<file path="src/rtl/mem_stage_lsu.sv">
// MEM-stage load/store unit: drives a req/ack data-memory port and stalls the pipeline until done.
// Optional misaligned-access trap is enabled by defining MISALIGN_TRAP_EN.
module mem_stage_lsu #(
    parameter int DM_ADDR_W = 10,
    parameter int TIMEOUT   = 15
) (
    input  logic                 clk,
    input  logic                 nrst,
    input  logic [31:0]          mem_ALUout,
    input  logic [31:0]          mem_storedata,
    input  logic [3:0]           mem_dm_write,
    input  logic [2:0]           mem_dm_select,
    input  logic [1:0]           mem_sel_data,
    output logic                 lsu_stall,
    output logic [31:0]          load_data,
    output logic                 load_valid,
    output logic                 lsu_err,
    output logic                 dm_req,
    output logic [3:0]           dm_we,
    output logic [DM_ADDR_W-1:0] dm_addr,
    output logic [31:0]          dm_wdata,
    input  logic                 dm_ack,
    input  logic [31:0]          dm_rdata
);

    localparam int CNT_W = (TIMEOUT > 1) ? $clog2(TIMEOUT) : 1;

    typedef enum logic [1:0] {
        IDLE,
        REQ,
        DONE
    } state_t;

    state_t           state;
    state_t           state_nxt;
    logic [CNT_W-1:0] cnt;
    logic [1:0]       off;
    logic [2:0]       ld_sel;
    logic             ld_op;

    logic             is_store;
    logic             is_load;
    logic             op;
    logic             misalign;
    logic             timeout_hit;
    logic [31:0]      rd_shift;
    logic [31:0]      ld_ext;
    logic             unused_addr_bits;

    // A store takes priority when both a store mask and a load writeback are presented.
    assign is_store    = |mem_dm_write;
    assign is_load     = !is_store && (mem_sel_data == 2'b01);
    assign op          = is_store || is_load;
    assign timeout_hit = (cnt == CNT_W'(TIMEOUT - 1));
    assign unused_addr_bits = ^mem_ALUout[31:DM_ADDR_W+2];

`ifdef MISALIGN_TRAP_EN
    logic half_acc;
    logic word_acc;

    always_comb begin
        if (is_store) begin
            half_acc = (mem_dm_write == 4'b0011);
            word_acc = (mem_dm_write == 4'b1111);
        end else begin
            // funct3 x01 is a halfword; x1x (including the undefined codes) reads a full word.
            half_acc = (mem_dm_select[1:0] == 2'b01);
            word_acc = mem_dm_select[1];
        end
    end

    assign misalign = op && ((half_acc && mem_ALUout[0]) ||
                             (word_acc && (mem_ALUout[1:0] != 2'b00)));
`else
    assign misalign = 1'b0;
`endif

    // Lane extraction of the returned word using the offset captured at issue.
    assign rd_shift = dm_rdata >> {off, 3'b000};

    always_comb begin
        unique case (ld_sel)
            3'b000:  ld_ext = {{24{rd_shift[7]}}, rd_shift[7:0]};
            3'b001:  ld_ext = {{16{rd_shift[15]}}, rd_shift[15:0]};
            3'b100:  ld_ext = {24'h0, rd_shift[7:0]};
            3'b101:  ld_ext = {16'h0, rd_shift[15:0]};
            default: ld_ext = rd_shift;
        endcase
    end

    // NOTE: every signal driven here gets a default first so no path leaves it unassigned (no latch).
    always_comb begin
        state_nxt = state;
        lsu_stall = 1'b0;
        dm_req    = 1'b0;
        unique case (state)
            IDLE: begin
                lsu_stall = op;
                if (op) state_nxt = misalign ? DONE : REQ;
            end
            REQ: begin
                lsu_stall = 1'b1;
                dm_req    = 1'b1;
                if (dm_ack || timeout_hit) state_nxt = DONE;
            end
            DONE: begin
                state_nxt = IDLE;
            end
            default: begin
                state_nxt = IDLE;
            end
        endcase
    end

    // NOTE: reset is synchronous, so a mid-access reset takes effect at the next edge and dm_req drops then.
    // NOTE: all sequential state uses non-blocking assignments so every flop samples pre-edge values.
    always_ff @(posedge clk) begin
        if (!nrst) begin
            state      <= IDLE;
            cnt        <= '0;
            off        <= 2'b00;
            ld_sel     <= 3'b000;
            ld_op      <= 1'b0;
            dm_addr    <= '0;
            dm_we      <= 4'b0000;
            dm_wdata   <= 32'h0;
            load_data  <= 32'h0;
            load_valid <= 1'b0;
            lsu_err    <= 1'b0;
        end else begin
            state <= state_nxt;
            unique case (state)
                IDLE: begin
                    load_data  <= 32'h0;
                    load_valid <= 1'b0;
                    lsu_err    <= 1'b0;
                    if (op) begin
                        dm_addr  <= mem_ALUout[DM_ADDR_W+1:2];
                        off      <= mem_ALUout[1:0];
                        dm_we    <= mem_dm_write << mem_ALUout[1:0];
                        dm_wdata <= mem_storedata << {mem_ALUout[1:0], 3'b000};
                        ld_sel   <= mem_dm_select;
                        ld_op    <= is_load;
                        cnt      <= '0;
                        if (misalign) begin
                            lsu_err    <= 1'b1;
                            load_valid <= is_load;
                        end
                    end
                end
                REQ: begin
                    if (dm_ack) begin
                        load_data  <= ld_op ? ld_ext : 32'h0;
                        load_valid <= ld_op;
                    end else if (timeout_hit) begin
                        load_data  <= 32'h0;
                        load_valid <= ld_op;
                        lsu_err    <= 1'b1;
                    end else begin
                        cnt <= cnt + 1'b1;
                    end
                end
                DONE: begin
                    load_data  <= 32'h0;
                    load_valid <= 1'b0;
                    lsu_err    <= 1'b0;
                end
                default: begin
                    load_data  <= 32'h0;
                    load_valid <= 1'b0;
                    lsu_err    <= 1'b0;
                end
            endcase
        end
    end

endmodule

</file>
<file path="config.mk">
export PLATFORM = sky130hd
export DESIGN_NAME = mem_stage_lsu
export DESIGN_NICKNAME = d
export VERILOG_FILES = /design/src/rtl/mem_stage_lsu.sv
export SDC_FILE = /design/constraint.sdc
export NUM_CORES = 1
export LEC_CHECK = 0
export ABC_AREA = 1
export BUFFER_PORTS_ARGS = -buffer_cell sky130_fd_sc_hd__buf_2
export CAP_MARGIN = 20
export CORE_MARGIN = 2
export CORE_UTILIZATION = 35
export CTS_CLUSTER_SIZE = 25
export DETAILED_ROUTE_END_ITERATION = 8
export GPL_TIMING_DRIVEN = 0
export HOLD_SLACK_MARGIN = 0.12
export MAX_ROUTING_LAYER = met4
export SLEW_MARGIN = 30
export SYNTH_ARGS = -nofsm -noshare
export SYNTH_HDL_FRONTEND = slang
export SYNTH_SLANG_ARGS = --single-unit
</file>
<file path="constraint.sdc">
create_clock -name clk -period 2.29 [get_ports clk]
set_input_delay 0.1145 -clock clk [delete_from_list [all_inputs] [get_ports clk]]
set_output_delay 0.1145 -clock clk [all_outputs]
set_load 0.01 [all_outputs]
</file>
Word-level counts from Yosys, hierarchy flattened
Cells that the tools add are included.
{"block": "classes", "add_sub_neg": 1, "n_eq_ne": 10, "shift": 3, "muxes": 15, "bitwise_logic": 1, "n_reduce_logical": 14}
{"cell": "one-hot mux 32 bit (4 select lines)", "n": 1}
{"cell": "two-way mux 32 bit", "n": 3}
{"cell": "<< shifter 32 x 5 -> 32 bit", "n": 1}
{"cell": "right shift 32 x 5 -> 32 bit", "n": 1}
{"cell": "two-way mux 4 bit", "n": 3}
{"cell": "inequality test 2 bit, second input constant", "n": 4}
{"cell": "one-hot mux 4 bit (2 select lines)", "n": 1}
{"cell": "AND reduction 2 bit", "n": 4}
{"cell": "== test 3 bit, second input constant", "n": 2}
{"cell": "adder 4 x 1 -> 4 bit, second input constant", "n": 1}
{"cell": "== test 2 x 1 -> 1 bit, second input constant", "n": 2}
{"cell": "== test 4 bit, second input constant", "n": 1}
{"cell": "two-way mux 2 bit", "n": 2}
{"cell": "one-hot mux 2 bit (2 select lines)", "n": 1}
{"cell": "AND reduction 4 bit", "n": 1}
{"cell": "nonzero test 2 bit", "n": 2}
{"cell": "OR reduction 4 bit", "n": 1}
{"cell": "<< shifter 4 x 2 -> 4 bit", "n": 1}
{"cell": "== test 3 x 1 -> 1 bit, second input constant", "n": 1}
{"cell": "zero test 3 bit", "n": 1}
{"cell": "two-way mux 1 bit", "n": 3}
{"cell": "zero test 2 bit", "n": 1}
{"cell": "logical OR 1 bit", "n": 2}
{"cell": "one-hot mux 1 bit (2 select lines)", "n": 1}
{"cell": "other kinds (3)", "n": 3}
{"block": "word_totals", "register_bits": 92, "input_bits": 108, "elab_cells": 55}

Logic depth before layout (Yosys ltp)
{"block": "logic_depth", "ltp_word": 6, "mapped_depth": 10, "ltp_nobuf": 10}

Worst setup path after synthesis
OpenSTA, ideal clock, no wires.
{"block": "synth_path", "kind": "reg2reg", "start": "register cnt[0]", "end": "register load_data[21]", "setup_ns": 0.068, "t_arrival_ns": 1.330, "path_slack_ns": 0.892, "path_stages_with_launch": 9, "period_less_slack_ns": 1.398, "path_cell_list": "dfxtp_1 -> inv_1 -> ha_1 -> nand3_1 -> nand2_1 -> inv_2 -> clkbuf_1 -> nand2_1 -> a21oi_2"}
{"block": "synth_via", "elab_chain_cells": 2}
{"element": "start, declared", "line_no": "36", "rtl": "logic [CNT_W-1:0] cnt;"}
{"element": "start signal, assigned", "line_no": "160", "rtl": "cnt <= cnt + 1'b1;"}
{"element": "== test 4 bit", "line_no": "54", "rtl": "assign timeout_hit = (cnt == CNT_W'(TIMEOUT - 1));"}
{"element": "nonzero test 2 bit (no source line)"}
{"element": "end signal, assigned", "line_no": "153", "rtl": "load_data <= ld_op ? ld_ext : 32'h0;"}
{"element": "end, declared", "line_no": "15", "rtl": "output logic [31:0] load_data,"}
Every way passes these cells.
A chain may end at the register's enable or synchronous reset.

Worst setup path in the final report
{"block": "layout_path", "start": "register cnt[0]", "end": "register load_data[31]"}
Same word-level chain as after synthesis.

==> results.json <==
{
  "whs_ns": 0.1214,
  "synth_fa_ha_area_share_pct": 0.5329,
  "worst_pin_slew_ns": 0.5747,
  "fin_worst_skew_ns": 0.008469,
  "synth_seq_cells": 92,
  "synth-simple-area-share_pct": 37.97,
  "drive_gt1_share_pct": 28.26,
  "required_ns": 2.56,
  "vias_per_cell": 4.839,
  "antenna_found_initial": 2,
  "cp-end-kind": "flop",
  "fp.dieW_um": 119.8,
  "cts_made_buffers": 9,
  "drv_slew": 0,
  "nets": 1012,
  "grt_use_total_pct": 23.87,
  "grt_max_degree": 15,
  "status": "completed",
  "critPathMaxFanout": 10,
  "cp.arrival_ns": 2.07,
  "path_cells": "inv_1 > ha_1 > nand3_1 > nand2_1 > inv_2 > clkbuf_1 > nand2_1 > a21oi_1",
  "core_region_area_um2": 13190,
  "p_total_uw": 4121,
  "seq_area_frac_synth_pct": 39.22,
  "worstSkewPairLatency_ns": 0.35,
  "layoutNonFillerInstCount": 1085,
  "crit_buf_inv": 3,
  "mostFrequentLayoutCells": "nand2_1, buf_2, dfxtp_1, nor2_1, nand3_1",
  "final_common_cell": "nand2_1",
  "area.growth.synth_to_final_pct": 32.08,
  "ant_nets": 0,
  "hold_viol": 0,
  "leakage_uw": 0.003042,
  "yosysWarnings": 0,
  "die_h_um": 119.8,
  "synth_area_leader_cell": "dfxtp_1",
  "drc": 0,
  "synthMuxAreaShare_pct": 0,
  "root_buffer": "clkbuf_16",
  "synth_nets": 817,
  "dp_cells": 1051,
  "worstHoldPathType": "in -> reg",
  "place_congestion": 0.9601,
  "critPathMaxStageDelay_ns": 0.44,
  "syn-instance-count": 707,
  "drt-total-wl_um": 16190,
  "cp-start-kind": "flop",
  "dr_total_vias": 5250,
  "htreeDepth": 3,
  "p_per_area_nw_per_um2": 664.5,
  "cts_tree": "yes",
  "max-cap-violations": 0,
  "syn_area_um2": 4696,
  "cts_max_path_buffers": 2,
  "critPathTopFamily": "buffers and inverters",
  "initial_utilization_pct": 35.60,
  "min_period_ns": 1.801,
  "yosysTopAreaCellShare_pct": 39.22,
  "peakVddDrop_v": 0.0004547,
  "synth_compound_area_share_pct": 14.15,
  "synth_xor_area_share_pct": 0.3730,
  "rsz0062_at_grt": "false",
  "slowest_stage": "clkbuf_1",
  "routedWlPerCell_um": 14.93,
  "finish.utilization_pct": 47.02,
  "drt_pre_antenna_iters": 5,
  "grt_overflow": 0,
  "synthTopCellsByArea": "dfxtp_1, nand2_1, nand3_1",
  "rows": 42,
  "syn_avg_cell_area_um2": 6.642,
  "critPathKind": "reg -> reg",
  "clk_pin_slew_ns": 0.06,
  "finalCritPeriodShare_pct": 78.66,
  "max_freq_mhz": 555.2,
  "cts.sinks": 92,
  "io_pins": 190,
  "synth_top_family_by_area": "simple AND/OR/NAND/NOR gates",
  "drt-initial-drc-count": 313,
  "fin_tns_setup_ns": 0,
  "relSlewSlack_pct": 61.69,
  "dp_hpwl_um": 12440,
  "ys_types": 37,
  "port_buffers": 168,
  "fill_cells": 1471,
  "grt_pass1_vias": 5110,
  "cp_common_cell": "nand2_1",
  "grt_first_pass_wirelength_um": 26040,
  "die-area_um2": 14360,
  "setup_viol_count_final": 0
}
-- Yosys cell counts (all sizes together) --
| library cell | n |
|---|---|
| a21oi | 68 |
| a31oi | 5 |
| buf | 32 |
| clkbuf | 15 |
| clkinv | 2 |
| dfxtp | 92 |
| ha | 2 |
| inv | 25 |
| nand2 | 268 |
| nand3 | 65 |
| nand3b | 1 |
| nand4 | 4 |
| nor2 | 73 |
| nor3 | 2 |
| o211ai | 7 |
| o21ai | 36 |
| o31ai | 3 |
| or2 | 5 |
| xnor2 | 1 |
| xor2 | 1 |
-- per-layer routing --
metal / global-route usage [%] / vias to the layer above / share of wire (%)
li1: - / 2669 / -
met2: 39.46 / 197 / 47
met5: - / - / 0
met4: 7.426 / 0 / 2.5
met3: 5.608 / 26 / 6.4
met1: 28.93 / 2358 / 44
-- report_power, final --
part / switching [uW] / internal [uW]
clock: 632 / 785
sequential: 43.7 / 1690
combinational: 618 / 356
total: 1290 / 2830
-- sequential cells by signal, indices dropped and copies added (netlist names) --
| register | cells |
|---|---|
| dm_wdata | 32 |
| lsu_err | 1 |
| off | 2 |
| dm_addr | 10 |
| load_data | 32 |
| load_valid | 1 |
| dm_we | 4 |
| ld_op | 1 |
| cnt | 4 |
| state | 2 |
| ld_sel | 3 |
-- logic make-up (layout without fill, tap and decap cells) --
family                     Yosys count  in the layout
AOI/OAI and AO/OA                  119            119
xor gates and xnor gates             2              2
adders and majority gates            2              2
buffers and inverters               74            273
DFF                                 92             92
other                                0              3
and+or+nand+nor                    418            418
-- worst paths after layout --
kind                    from  depth (start not counted)       endpoint  slack, ns
max reg2reg           cnt[0]                          8  load_data[31]       0.49
min          mem_dm_write[3]                          4          ld_op       0.12
min reg2reg      dm_wdata[2]                          2    dm_wdata[2]       0.45
max                   cnt[0]                          8  load_data[31]       0.49
-- area by class of cell --
class / count / area [um^2] / area share [%]
plain buffers: 47 / 255.2 / 4.115
inverters: 27 / 108.9 / 1.755
repair buffers: 184 / 1001 / 16.14
clock inverters: 4 / 25.02 / 0.4035
well taps: 176 / 220.2 / 3.551
flip-flops and latches: 92 / 1842 / 29.70
clock buffers: 11 / 252.7 / 4.075
multi-input cells: 541 / 2490 / 40.15
diodes: 3 / 7.507 / 0.1210
-- stage by stage --
stage / area, um^2 / setup WS [ns]
2_1_floorplan: 4696 / 0.8918
3_3_place_gp: 5757 / 0.5619
3_5_place_dp: 5757 / 0.5240
4_1_cts: 6195 / 0.5110
5_1_grt: 6200 / 0.2491
6_report: 6202 / 0.4887
-- worst register-to-register path: stages (launching register included) --
cell and delay [ns]:
dfxtp_1 0.38, inv_1 0.08, ha_1 0.20, nand3_1 0.10
nand2_1 0.08, inv_2 0.15, clkbuf_1 0.44, nand2_1 0.10
a21oi_1 0.18
-- timing repair --
action                    4_1_cts  5_1_grt
gates resized for setup         0        0
hold endpoints to repair       15        0
hold buffers                   16        0
setup buffers                   0        0
Power figures use the tool's default switching activity.
